File: src/rtl/irq_ctrl.sv
// irq_ctrl
// Interrupt controller feeding the main decoder's EXL/IV steering inputs.
// Rising edges on the source lines latch into CAUSE.PENDING. Each pending bit
// is gated by STATUS.MASK and then by STATUS.IE. A request is taken only on
// an instruction boundary that is not a branch or jump. When it is taken, the
// in-flight PC is captured into EPC and exl is held high until eret.
//
// Ports:
//   clk         system clock, rising edge
//   rst         asynchronous active-high reset
//   irq_src     peripheral request lines, rising-edge sensitive
//   we/addr/wd  MTC0 write path (STATUS, CAUSE, EPC)
//   rd          combinational MFC0 readback, 0 for unmapped addresses
//   pc_current  PC of the instruction in flight
//   int_block   current instruction is a branch/jump; no take this cycle
//   eret        one-cycle handler-return pulse
//   exl         exception level, high while servicing
//   iv          vector select (CAUSE.IV qualified by exl)
//   epc         captured return address
module irq_ctrl #(
  parameter int         NSRC        = 4,
  parameter logic [4:0] ADDR_STATUS = 5'd12,
  parameter logic [4:0] ADDR_CAUSE  = 5'd13,
  parameter logic [4:0] ADDR_EPC    = 5'd14
) (
  input  logic            clk,
  input  logic            rst,
  input  logic [NSRC-1:0] irq_src,
  input  logic            we,
  input  logic [4:0]      addr,
  input  logic [31:0]     wd,
  output logic [31:0]     rd,
  input  logic [31:0]     pc_current,
  input  logic            int_block,
  input  logic            eret,
  output logic            exl,
  output logic            iv,
  output logic [31:0]     epc
);

  localparam logic [1:0] S_IDLE    = 2'd0;
  localparam logic [1:0] S_PEND    = 2'd1;
  localparam logic [1:0] S_SERVICE = 2'd2;

  logic [1:0]      state;
  logic [1:0]      state_next;
  logic [NSRC-1:0] prev_src;
  logic [NSRC-1:0] pending;
  logic [NSRC-1:0] mask;
  logic            ie;
  logic            cause_iv;
  logic [2:0]      srcid;
  logic [31:0]     epc_q;

  logic            wr_status;
  logic            wr_cause;
  logic            wr_epc;
  logic [NSRC-1:0] rise;
  logic [NSRC-1:0] clear_bits;
  logic [NSRC-1:0] active;
  logic            req;
  logic [2:0]      winner;
  logic            take;

  assign wr_status  = we && (addr == ADDR_STATUS);
  assign wr_cause   = we && (addr == ADDR_CAUSE);
  assign wr_epc     = we && (addr == ADDR_EPC);
  assign rise       = irq_src & ~prev_src;
  assign clear_bits = wr_cause ? wd[8 +: NSRC] : '0;
  assign active     = pending & mask;
  assign req        = ie & (|active);

  // Lowest-index active source wins; scanning downward lets the lowest
  // index overwrite any higher one.
  always_comb begin
    winner = '0;
    for (int i = NSRC - 1; i >= 0; i--) begin
      if (active[i]) winner = 3'(i);
    end
  end

  // PEND exists so a request waits for a boundary that is not a branch or
  // jump. It also drops back to IDLE if software withdraws the request.
  always_comb begin
    state_next = state;
    take       = 1'b0;
    case (state)
      S_IDLE: begin
        if (req) state_next = S_PEND;
      end
      S_PEND: begin
        if (!req) begin
          state_next = S_IDLE;
        end else if (!int_block) begin
          state_next = S_SERVICE;
          take       = 1'b1;
        end
      end
      S_SERVICE: begin
        if (eret) state_next = S_IDLE;
      end
      default: state_next = S_IDLE;
    endcase
  end

  always_ff @(posedge clk or posedge rst) begin
    if (rst) state <= S_IDLE;
    else     state <= state_next;
  end

  // A new edge takes priority over a W1C of the same bit in the same cycle,
  // so an edge that lands during the clear is not lost.
  always_ff @(posedge clk or posedge rst) begin
    if (rst) begin
      prev_src <= '0;
      pending  <= '0;
    end else begin
      prev_src <= irq_src;
      pending  <= (pending & ~clear_bits) | rise;
    end
  end

  always_ff @(posedge clk or posedge rst) begin
    if (rst) begin
      ie   <= 1'b0;
      mask <= '0;
    end else if (wr_status) begin
      ie   <= wd[0];
      mask <= wd[8 +: NSRC];
    end
  end

  always_ff @(posedge clk or posedge rst) begin
    if (rst) begin
      cause_iv <= 1'b0;
      srcid    <= '0;
    end else begin
      if (wr_cause) cause_iv <= wd[23];
      if (take)     srcid    <= winner;
    end
  end

  // The hardware capture must win over a software EPC write in the same cycle.
  always_ff @(posedge clk or posedge rst) begin
    if (rst)         epc_q <= '0;
    else if (take)   epc_q <= pc_current;
    else if (wr_epc) epc_q <= wd;
  end

  assign exl = (state == S_SERVICE);
  assign iv  = exl & cause_iv;
  assign epc = epc_q;

  always_comb begin
    rd = '0;
    if (addr == ADDR_STATUS) begin
      rd[0]          = ie;
      rd[1]          = exl;
      rd[8 +: NSRC]  = mask;
    end else if (addr == ADDR_CAUSE) begin
      rd[8 +: NSRC]  = pending;
      rd[23]         = cause_iv;
      rd[30:28]      = srcid;
    end else if (addr == ADDR_EPC) begin
      rd = epc_q;
    end
  end

endmodule

File: config.mk
export PLATFORM = sky130hd
export DESIGN_NAME = irq_ctrl
export DESIGN_NICKNAME = d
export VERILOG_FILES = /design/src/rtl/irq_ctrl.sv
export SDC_FILE = /design/constraint.sdc
export NUM_CORES = 1
export LEC_CHECK = 0
export ABC_AREA = 1
export BUFFER_PORTS_ARGS = -buffer_cell sky130_fd_sc_hd__buf_2
export CORE_ASPECT_RATIO = 1.1
export CORE_MARGIN = 4
export CORE_UTILIZATION = 40
export DETAILED_ROUTE_END_ITERATION = 8
export PLACE_DENSITY_LB_ADDON = 0.08
export SYNTH_ARGS = -nofsm -noshare
export SYNTH_HDL_FRONTEND = slang
export SYNTH_SLANG_ARGS = --single-unit
File: constraint.sdc
create_clock -name clk -period 2.15 [get_ports clk]
set_clock_uncertainty 0.2 [all_clocks]
set_input_delay 0.215 -clock clk [delete_from_list [all_inputs] [get_ports clk]]
set_output_delay 0.215 -clock clk [all_outputs]
set_load 0.05 [all_outputs]
# Word level (Yosys, flattened, before mapping)
# Cells that the tools add are included.
[classes]
n_bitwise = 8
n_reduce_logical = 7
n_mux = 27
eq_ne = 8
[op_table]
columns = ["cell", "n"]
rows = [
  ["2-to-1 mux 32 bit", 3],
  ["2-to-1 mux 20 bit", 1],
  ["2-to-1 mux 4 bit", 4],
  ["equality test 5 x 4 -> 1 bit (second input constant)", 3],
  ["bitwise AND 4 bit", 3],
  ["2-to-1 mux 2 bit", 6],
  ["2-to-1 mux 3 bit", 4],
  ["2-to-1 mux 11 bit", 1],
  ["2-to-1 mux 8 bit", 1],
  ["NOT 4 bit", 2],
  ["2-to-1 mux 6 bit", 1],
  ["one-hot mux 2 bit (3 select lines)", 1],
  ["2-to-1 mux 1 bit", 5],
  ["inequality test 2 bit (second input constant)", 2],
  ["bitwise OR 4 bit", 1],
  ["OR reduction 4 bit", 1],
  ["logical AND 1 bit", 3],
  ["inequality test 3 bit (second input constant)", 1],
  ["AND reduction 3 bit", 1],
  ["bitwise AND 1 bit", 2],
  ["equality test 2 x 1 -> 1 bit (second input constant)", 1],
  ["equality test 2 bit (second input constant)", 1],
  ["logical NOT 2 bit", 1],
  ["nonzero test 2 bit", 1],
]
[totals]
ff_bits = 51
elab_cells = 58

# Depth between registers and ports, before layout
# Gate-level depths: netlist of the first run.
[depth]
depth_word = 6
mapped_depth = 9
depth_no_buf = 8

# Worst setup path after synthesis of the first run
# Ideal clock, no wire load.
[synth_path]
path_type = "reg-to-output"
from = "register state[1]"
to = "output rd[1]"
arrival_ns = 2.407
n_path_buf = 0
stages_incl_launch_ff = 5
slack_ns = -0.672
path_cell_list = "dfrtp_1 -> inv_1 -> nor2_1 -> inv_1 -> o21ai_0"
[synth_via]
elab_chain_cells = 2
[synth_rtl]
columns = ["element", "line_no", "source"]
rows = [
  ["from (decl)", "45", "logic [1:0] state;"],
  ["from (signal assigned)", "108", "else state <= state_next;"],
  ["equality test 2 bit", "150", "assign exl = (state == S_SERVICE);"],
  ["net exl", "36", "output logic exl,"],
  ["2-to-1 mux 2 bit", "156", "if (addr == ADDR_STATUS) begin"],
  ["to (decl)", "32", "output logic [31:0] rd,"],
]
# The timed path passes the listed nets, and every way through them passes these cells.

# Final worst setup path of the first run
[layout_path]
from = "register state[1]"
to = "output rd[1]"
[layout_via]
elab_chain_cells = 2
[layout_rtl]
columns = ["element", "line_no"]
rows = [
  ["equality test 2 bit", "150"],
  ["2-to-1 mux 2 bit", "156"],
]
# No other way between the ends.

==> summary.md, run 1 <==
| Metric | Value |
|---|---|
| Full die area | 0.00915 mm2 |
| Yosys reg bits | 50 |
| Total GRT Usage | 0.204 |
| Worst-skew pair later-pin latency | 0.31 ns |
| Initial antenna violation count | 0 |
| Final count of negative-setup-slack endpoints | 0 |
| Area grow syn2layout | 37.0% |
| Crit path arrival time | 1.41 ns |
| Post-DP HPWL | 6620 um |
| Yosys cell types | 23 |
| Synth Flop Type | dfrtp_1 |
| Slew Limit Fails | 0 |
| Fin area | 0.00421 mm2 |
| Worst-path clk slew | 0.09 ns |
| Crit. End Element | output port |
| DRC violations left | 0 |
| Most frequent cells in the layout | nand2_1, buf_2, inv_1 |
| Routability cong. | 0.868 |
| Mapped Cells | 450 |
| Post-route ant nets | 0 |
| Highest clock rate | 547 MHz |
| Rows | 33 |
| Root buf cell | clkbuf_8 |
| Status | finished clean |
| Pwr Density | 1190 mW/mm2 |
| Iteration-0 DRC Markers | 107 |
| Worst-path fanout max | 3 |
| Multi-input logic area | 0.00139 mm2 |
| Final period util | 0.850 |
| Leakage | 2.56 nW |
| Overflow after GRT | 0 |
| Synth Area per Inst | 6.83 um2 |
| Area after DPL | 0.00389 mm2 |
| WL final | 9040 um |
| YS warnings | 0 |
| Initial Util | 0.411 |
| Crit-path max cell delay | 0.39 ns |
| Worst-margin pin slew | 0.690 ns |
| Clk buf depth | 2 |
| Worst slew margin | 0.539 |
| Fillers | 742 |
| Cells after DPL | 684 |
| CTS tree | done |
| Post-cts repair resize count | 0 |
| Post-synth EDFFs | 0 |
| WL per Instance | 12.7 um |
| N_diodes | 0 |
| CP required | 1.74 ns |
| Setup_tns | 0 ns |
| Hold Crit Class | in -> reg |
| Syn_nets | 528 |
| Seq/Total Area, Yosys | 0.407 |
| Power Total | 5.01 mW |
| Vias in the first global route | 3119 |
| Routed via count | 3278 |
| Maximum VDD drop | 0.000665 V |
| Drt pass-1 iters | 5 |
| Ys async rst share | 1.00 |
| Number of port buffers | 143 |
| Max H-tree Level | 2 |
| Largest net degree at the start of global routing | 39 |
| Sink Count | 50 |
| Most frequent CP cell | inv_1 |
| Mapped Area | 0.00307 mm2 |
| Worst Path Class, Setup | reg -> out |
| Slowest-stage cell, CP | dfrtp_1 |
| Post-layout net count | 685 |
| Crit start category | flip-flop |
| Layout cells sized above 1 | 0.309 |
| RSZ-0062 raised after global routing | no |
| Final cell count without fillers | 713 |
| Post-DR vias/cell | 4.60 |
| Hold Vio Cnt, Final | 0 |
| CTS buffer count | 5 |
| First-pass GRT wire length | 15200 um |
| FF+latch area | 0.00125 mm2 |
| Core box area | 0.00747 mm2 |
| Commonest non-fill, non-tap cell in the layout | nand2_1 |
| Die width | 91.6 um |
| Die span in y | 99.9 um |
| Clock period minus worst slack | 1.83 ns |
| Max-cap violations | 0 |
| CP cell instances | inv_1, nor2_2, inv_1, o21ai_2, buf_2 |
| IO Pins | 144 |
==> kinds of logic (layout without fill, tap and decap cells) <==
family / count (synthesis) / in the layout / share of synthesized area
flip-flops: 50 / 50 / 0.407
AND/OR/NAND/NOR: 279 / 279 / 0.418
AO/OA/AOI/OAI: 18 / 18 / 0.0326
buffers and inverters: 103 / 261 / 0.143
==> synthesized netlist by cell type (5+ instances only) <==
cell type | instances | share of area
clkbuf_1 | 9 | 0.011
nor2_4 | 5 | 0.018
nand4_1 | 32 | 0.065
nand3_2 | 9 | 0.029
nor2_1 | 29 | 0.035
nand3_1 | 28 | 0.046
buf_4 | 6 | 0.015
o21ai_1 | 7 | 0.011
inv_1 | 74 | 0.090
buf_2 | 5 | 0.0081
o21ai_0 | 6 | 0.0098
dfrtp_1 | 50 | 0.41
nand2_1 | 171 | 0.21
==> critical path: cells and delay by family (launching register included) <==
family	cells	cell delay (ns)
simple gates	1	0.13
compound gates	1	0.13
buf+inv	3	0.45
flops	1	0.39
==> path summary, 6_finish.rpt <==
check	from	to	slack, ns	depth (start not counted)
max in group asynchronous	rst	epc[29]	0.94	4
min in group asynchronous	rst	epc[25]	0.28	3
max	state[1]	rd[1]	0.32	5
min reg2reg	prev_src[1]	pending[1]	0.28	3
min	wd[7]	epc[7]	0.007	5
max reg2reg	pending[3]	epc[2]	0.43	8
==> per-stage QoR <==
| stage | setup WS [ns] | hold slack [ns] | utilization |
|---|---|---|---|
| 6_report | 0.323 | 0.00708 | 0.563 |
| 3_3_place_gp | 0.439 | 0.0678 | 0.520 |
| 2_1_floorplan | 0.180 | 0.0464 | - |
| 5_1_grt | 0.246 | 0.0120 | 0.563 |
| 3_5_place_dp | 0.388 | 0.0805 | 0.520 |
| 4_1_cts | 0.305 | 0.000713 | 0.563 |
==> area by class of cell <==
cell class                      instances  share of cell area
Clock inverter                          3              0.0104
Multi-Input combinational cell        297               0.331
Tap cell                              105              0.0312
Sequential cell                        50               0.297
Timing Repair Buffer                  174               0.244
Inverter                               79              0.0704
Clock buffer                            5              0.0163
==> power breakdown <==
group | total (mW) | internal [mW] | switching (mW)
clock | 0.670 | 0.349 | 0.321
combinational | 2.71 | 0.698 | 2.01
sequential | 1.64 | 1.31 | 0.331
==> per-layer routing <==
| layer | GRT usage | part of all wire |
|---|---|---|
| met5 | 0 | 0 |
| met2 | 0.356 | 0.51 |
| met1 | 0.263 | 0.42 |
| met3 | 0.0390 | 0.066 |
| met4 | 0.0441 | 0.0059 |
==> timing repair <==
action                    in CTS  in global routing
hold endpoints to repair      42                  0
setup buffers                  0                  0
hold buffers                  21                  0
==> sequential cells by signal (all words and copies together) (netlist names) <==
register  flops
srcid         2
ie            1
prev_src      4
epc          32
pending       4
mask          4
cause_iv      1
state         2
Power figures use the tool's default switching activity.
==> run 2, diff against run 1 <==
==> constraint.sdc (replaced) <==
create_clock -name clk -period 1.65 [get_ports clk]
set_clock_uncertainty 0.2 [all_clocks]
set_input_delay 0.165 -clock clk [delete_from_list [all_inputs] [get_ports clk]]
set_output_delay 0.165 -clock clk [all_outputs]
set_load 0.05 [all_outputs]
==> run 2 against run 1 <==
Effect of this change: die area unchanged; critical endpoint is now epc[21]; combinational power up 52%; sequential power up 30%; critical path type is now in -> reg.
==> summary.md, run 2 (synthesis results as in run 1) <==
| Metric | Value |
|---|---|
| Hold Vio Cnt, Final | 0 |
| Sw Share | 0.527 |
| Most frequent CP cell | nand2_1 |
| First-pass GRT wire length | 16100 um |
| Worst Path Class, Setup | in -> reg |
| Core box area | 0.00747 mm2 |
| IO Pins | 144 |
| Final Core Density | 0.686 |
| Die width | 91.6 um |
| Sink Count | 50 |
| Clock period minus worst slack | 1.62 ns |
| Final count of negative-setup-slack endpoints | 0 |
| Area grow syn2layout | 66.8% |
| Largest net degree at the start of global routing | 51 |
| Overflow after GRT | 0 |
| Post-DR vias/cell | 4.64 |
| Root buf cell | clkbuf_8 |
| Most frequent cells in the layout | nand2_1, buf_2, inv_1 |
| Iteration-0 DRC Markers | 108 |
| CP required | 1.69 ns |
| Die span in y | 99.9 um |
| Slowest-stage cell, CP | dlygate4sd3_1 |
| CP cell instances | dlygate4sd3_1, buf_2, inv_4, nand4_4, clkbuf_16, nand2_1, nand2_1, nand2_1 |
| Crit path arrival time | 1.65 ns |
| Maximum VDD drop | 0.000762 V |
| Post-DP HPWL | 6450 um |
| Reg power frac | 0.307 |
| DRC violations left | 0 |
| CTS buffer count | 5 |
| Worst-margin pin slew | 0.724 ns |
| Number of port buffers | 143 |
| N_diodes | 0 |
| Final period util | 0.979 |
| Clock Power Share | 0.102 |
| Initial antenna violation count | 0 |
| Worst-skew pair later-pin latency | 0.30 ns |
| Post-layout net count | 753 |
| Worst-path clk slew | 0.10 ns |
| Crit. End Element | flip-flop |
| RSZ-0062 raised after global routing | yes |
| Initial Util | 0.411 |
| Layout cells sized above 1 | 0.359 |
| Rows | 33 |
| Combinational share of power | 0.591 |
| Routed via count | 3626 |
| Slew Limit Fails | 0 |
| Drt pass-1 iters | 4 |
| Max reg flops | 32 |
| P_sw | 3.68 mW |
| Worst slew margin | 0.517 |
| Pwr Density | 1360 mW/mm2 |
| Vias in the first global route | 3487 |
| Worst reg2reg path depth | 9 |
| Routability cong. | 0.807 |
| Highest clock rate | 619 MHz |
| Cell Int Power | 3.29 mW |
| Crit start category | primary input |
| Crit-path max cell delay | 0.55 ns |
| Power Total | 6.97 mW |
| Full die area | 0.00915 mm2 |
| Total GRT Usage | 0.212 |
| Status | finished clean |
| CTS tree | done |
| Worst-path fanout max | 13 |
| WL per Instance | 13.3 um |
| Leakage | 2.92 nW |
| Hold Crit Depth | 3 |
| Hold WS | 0.0627 ns |
| Max-cap violations | 0 |
| Max H-tree Level | 2 |
| WL final | 10400 um |
| Commonest non-fill, non-tap cell in the layout | nand2_1 |
| Clk buf depth | 2 |
| Post-route ant nets | 0 |
| Hold Crit Class | in -> reg |
[run 2: cell types whose count changed in the layout (fill, tap and decap cells not counted), moves of 6 or more]
cell           change
buf_4              +7
dlygate4sd3_1     +50
nand2_1           -15
nand2_2           +12
nand3_1            -6
nand3_2            +6
nor2_1            -12
nor2_2            +10
[run 2: layout make-up]
class,instances,area [um2]
Clock inverter,3,21.3
Timing Repair Buffer,241,1800
Sequential cell,50,1250
Tap cell,105,131
Multi-Input combinational cell,298,1550
Clock buffer,5,68.8
Fill cell,650,2350
Inverter,79,303
[run 2: repair_timing]
item | in CTS | in global routing
setup buffers | 1 | 5
gates cloned | 0 | 8
pin swaps | 0 | 16
setup endpoints to repair | 3 | 26
hold buffers | 71 | 0
gates resized for setup | 6 | 34
hold endpoints to repair | 98 | 0
[run 2: metrics by stage]
| stage | instance area [um2] | setup TNS [ns] | std cells | setup WS, ns |
|---|---|---|---|---|
| final | 5130 | 0 | 781 | 0.0342 |
| after global routing | 5130 | -0.577 | 781 | -0.0542 |
| after CTS | 4830 | 0 | 768 | 0.0266 |
| after detailed placement | 4000 | 0 | 688 | 0.0196 |
| after global placement | 4000 | 0 | 688 | 0.0474 |
| after floorplan | 3130 | -1.05 | 450 | -0.0876 |
[run 2: metal layers]
layer | vias up | routed length [um] | GRT usage | share of wire
met5 | - | 0 | 0 | 0
li1 | 1837 | - | - | -
met1 | 1660 | 4390 | 0.257 | 0.42
met3 | 16 | 554 | 0.0442 | 0.053
met4 | 0 | 129 | 0.0452 | 0.012
met2 | 113 | 5330 | 0.388 | 0.51
[run 2: path summary, 6_finish.rpt]
path / end / slack, ns / from
worst max-delay path: epc[21] / 0.03 / int_block
worst min-delay path: ie / 0.06 / we
worst max register to register: epc[21] / 0.05 / pending[3]
worst min register to register: pending[0] / 0.28 / prev_src[0]
max in group asynchronous: ie / 0.77 / rst
min in group asynchronous: epc[24] / 0.24 / rst
[run 2: power by group through the flow]
stage	logic (mW)	registers, mW	clock network, mW
2_1_floorplan	1.34	3.47	0
3_3_place_gp	3.63	2.14	0
3_5_place_dp	3.67	2.15	0
4_1_cts	3.82	2.12	0.742
5_1_grt	4.43	2.20	0.777
6_report	4.12	2.14	0.714
[run 2: critical path, delay by kind of cell]
family | cells | cell delay [ns]
AND/OR/NAND/NOR | 4 | 0.39
buffers and inverters | 4 | 1.09
==> run 3, diff against run 2 <==
--- a/config.mk
+++ b/config.mk
@@ -5,7 +5,6 @@
 export SDC_FILE = /design/constraint.sdc
 export NUM_CORES = 1
 export LEC_CHECK = 0
-export ABC_AREA = 1
 export BUFFER_PORTS_ARGS = -buffer_cell sky130_fd_sc_hd__buf_2
 export CORE_ASPECT_RATIO = 1.1
 export CORE_MARGIN = 4
==> run 3 against run 2 <==
Effect of this change: the run now ends with setup timing left; clock power rose by 5.3%; via count down 20%; core utilization rose by 12 points; sequential power shrank 8%; global-route usage up 0.97 points; final area decreased by 2.2%; combinational power fell by 31%; fmax decreased by 5.5%; cell count decreased by 26%; total power down 20%; critical path type is now reg -> reg; largest cell class unchanged.
==> summary.md, run 3 <==
| Metric | Value |
|---|---|
| Status | finished with violations |
| Failing checks | setup timing |
| Seq/Total Area, Yosys | 0.486 |
| Worst-skew pair later-pin latency | 0.31 ns |
| CTS buffer count | 5 |
| Post-route ant nets | 0 |
| Final period util | 1.04 |
| RSZ-0062 raised after global routing | yes |
| First-pass GRT wire length | 14000 um |
| Commonest cells in the netlist | dfrtp_1, nand2_1, mux2i_1 |
| WL final | 9620 um |
| CP required | 1.65 ns |
| Pwr Density | 1110 mW/mm2 |
| Reg2reg setup slack | -0.06 ns |
| Routed via count | 2900 |
| Yosys top cell area share | 0.486 |
| Pre-CTS setup slack | -0.0641 ns |
| IO Pins | 144 |
| N_diodes | 0 |
| Post-DP HPWL | 5420 um |
| Crit path arrival time | 1.71 ns |
| Worst-path fanout max | 5 |
| Yosys reg bits | 50 |
| Worst Path Class, Setup | reg -> reg |
| Worst setup margin | -0.0594 ns |
| Final count of negative-setup-slack endpoints | 11 |
| Crit. End Element | flip-flop |
| DRC violations left | 0 |
| FF-to-FF Start | pending[1] |
| RR Endpoint | epc[6] |
| Full die area | 0.00778 mm2 |
| Sink Count | 50 |
| Overflow after GRT | 0 |
| Commonest non-fill, non-tap cell in the layout | buf_2 |
| Final cell count without fillers | 578 |
| Clk buf depth | 2 |
| Power Total | 5.58 mW |
| Total GRT Usage | 0.222 |
| Max reg flops | 32 |
| Slowest-stage cell, CP | dfrtp_1 |
| Leakage | 2.38 nW |
| Syn_nets | 327 |
| Mapped Area | 0.00257 mm2 |
| Layout cells sized above 1 | 0.518 |
| Max H-tree Level | 2 |
| Largest area contributor in the netlist | dfrtp_1 |
| Die span in y | 92.1 um |
| Max-cap violations | 0 |
| Slew Limit Fails | 0 |
| Crit start category | flip-flop |
| Drt pass-1 iters | 4 |
| Post-synth EDFFs | 0 |
| Hold Vio Cnt, Final | 0 |
| Cell with the most instances after synthesis | dfrtp_1 |
| Worst slew margin | 0.732 |
| Core box area | 0.00619 mm2 |
| Cells after DPL | 487 |
| Initial antenna violation count | 0 |
| Hold Crit Depth | 3 |
| Clock period minus worst slack | 1.71 ns |
| Synth Area per Inst | 10.3 um2 |
| Worst-path clk slew | 0.09 ns |
| Rows | 30 |
| Setup_tns | -0.370 ns |
| Mapped Cells | 249 |
| CP cell instances | a22oi_2, a2111oi_4, buf_4, buf_12, buf_16, nand2_1, o21ai_1 |
| Most frequent cells in the layout | buf_2, dlygate4sd3_1, dfrtp_1 |
| Maximum VDD drop | 0.00107 V |
| Ys async rst share | 1.00 |
| Yosys cell types | 33 |
| Hold Crit Class | in -> reg |
| Hold worst-path end | cause_iv |
| Initial Util | 0.415 |
| Worst-margin pin slew | 0.401 ns |
| Vias in the first global route | 2970 |
| Die width | 84.5 um |
| Iteration-0 DRC Markers | 116 |
| WL per Instance | 16.6 um |
| Area after DPL | 0.00367 mm2 |
| Routability cong. | 0.800 |
| Highest clock rate | 585 MHz |
| Largest net degree at the start of global routing | 33 |
| Post-DR vias/cell | 5.02 |
| Area grow syn2layout | 94.8% |
| Synth Flop Type | dfrtp_1 |
| Post-layout net count | 575 |
| Fillers | 392 |
| Number of port buffers | 143 |
| Crit-path max cell delay | 0.41 ns |
| Root buf cell | clkbuf_8 |
| Worst reg2reg path depth | 7 |
| YS warnings | 0 |
| Fin area | 0.00501 mm2 |
| Top cells by area, synth | dfrtp_1, mux2i_1, and2_1 |
| CTS tree | done |
| Min-delay src | we |
-- run 3: cell count changes after synthesis, sizes merged, moves of 4 or more --
cell,before,now
inv,78,10
buf,15,9
nand2,174,40
mux2i,0,35
and2,0,24
a22o,2,8
clkbuf,9,5
o21ai,13,36
mux2,0,7
nand3,37,3
nand4,33,0
nor2,35,3
-- run 3: layout make-up --
| type | count | area [um2] | share of cell area |
|---|---|---|---|
| Timing Repair Buffer | 255 | 2140 | 0.426 |
| Multi-Input combinational cell | 175 | 1400 | 0.279 |
| Sequential cell | 50 | 1250 | 0.250 |
| Tap cell | 80 | 100 | 0.0200 |
| Clock buffer | 7 | 86.3 | 0.0172 |
| Inverter | 10 | 37.5 | 0.00749 |
| Clock inverter | 1 | 5.00 | 0.000999 |
-- run 3: cells by family after synthesis --
logic type | after synthesis | synth area share
AOI/OAI and AO/OA | 53 | 0.128
DFF | 50 | 0.486
muxes | 42 | 0.167
buffers and inverters | 24 | 0.0501
and+or+nand+nor | 80 | 0.168
-- run 3: critical path: cells and delay by family, from the launching register on --
family          cells  cell delay [ns]
buf+inv             3             0.43
flops               1             0.41
simple gates        1             0.06
compound gates      3             0.50
-- run 3: how the worst max path moves through the flow --
stage | start | end | slack, ns | cells past startpoint
after CTS | pending[1] | rd[9] | -0.04 | 6
after global routing | pending[1] | epc[6] | -0.13 | 7
after floorplan | addr[0] | rd[9] | -0.14 | 5
final | pending[1] | epc[6] | -0.06 | 7
after global placement | pending[2] | epc[3] | -0.03 | 6
after detailed placement | mask[2] | epc[3] | -0.06 | 6
-- run 3: timing repair --
item,in CTS,in global routing
setup buffers,4,4
endpoints found under the setup margin,57,68
resized for setup,41,88
gates cloned,1,5
hold buffers,70,0
pin swaps,2,9
endpoints found under the hold margin,82,0
-- run 3: per-layer routing --
layer,global-route usage,routed length [um],vias to the layer above
li1,-,-,1361
met1,0.267,3690,1407
met2,0.402,5130,117
met3,0.0449,646,15
met4,0.0580,147,0
met5,0,0,-
-- run 3: per-stage QoR --
step	util	hold slack (ns)
5_1_grt	0.809	0.107
4_1_cts	0.750	0.0672
2_1_floorplan	-	-0.00357
3_3_place_gp	0.593	-0.0288
6_report	0.809	0.0900
3_5_place_dp	0.593	-0.0305
-- run 3: where the power goes --
part / switching (mW) / total (mW) / leakage [nW] / internal [mW]
logic: 1.97 / 2.86 / 1.72 / 0.896
clock network: 0.413 / 0.752 / 0.0482 / 0.339
registers: 0.329 / 1.97 / 0.615 / 1.64
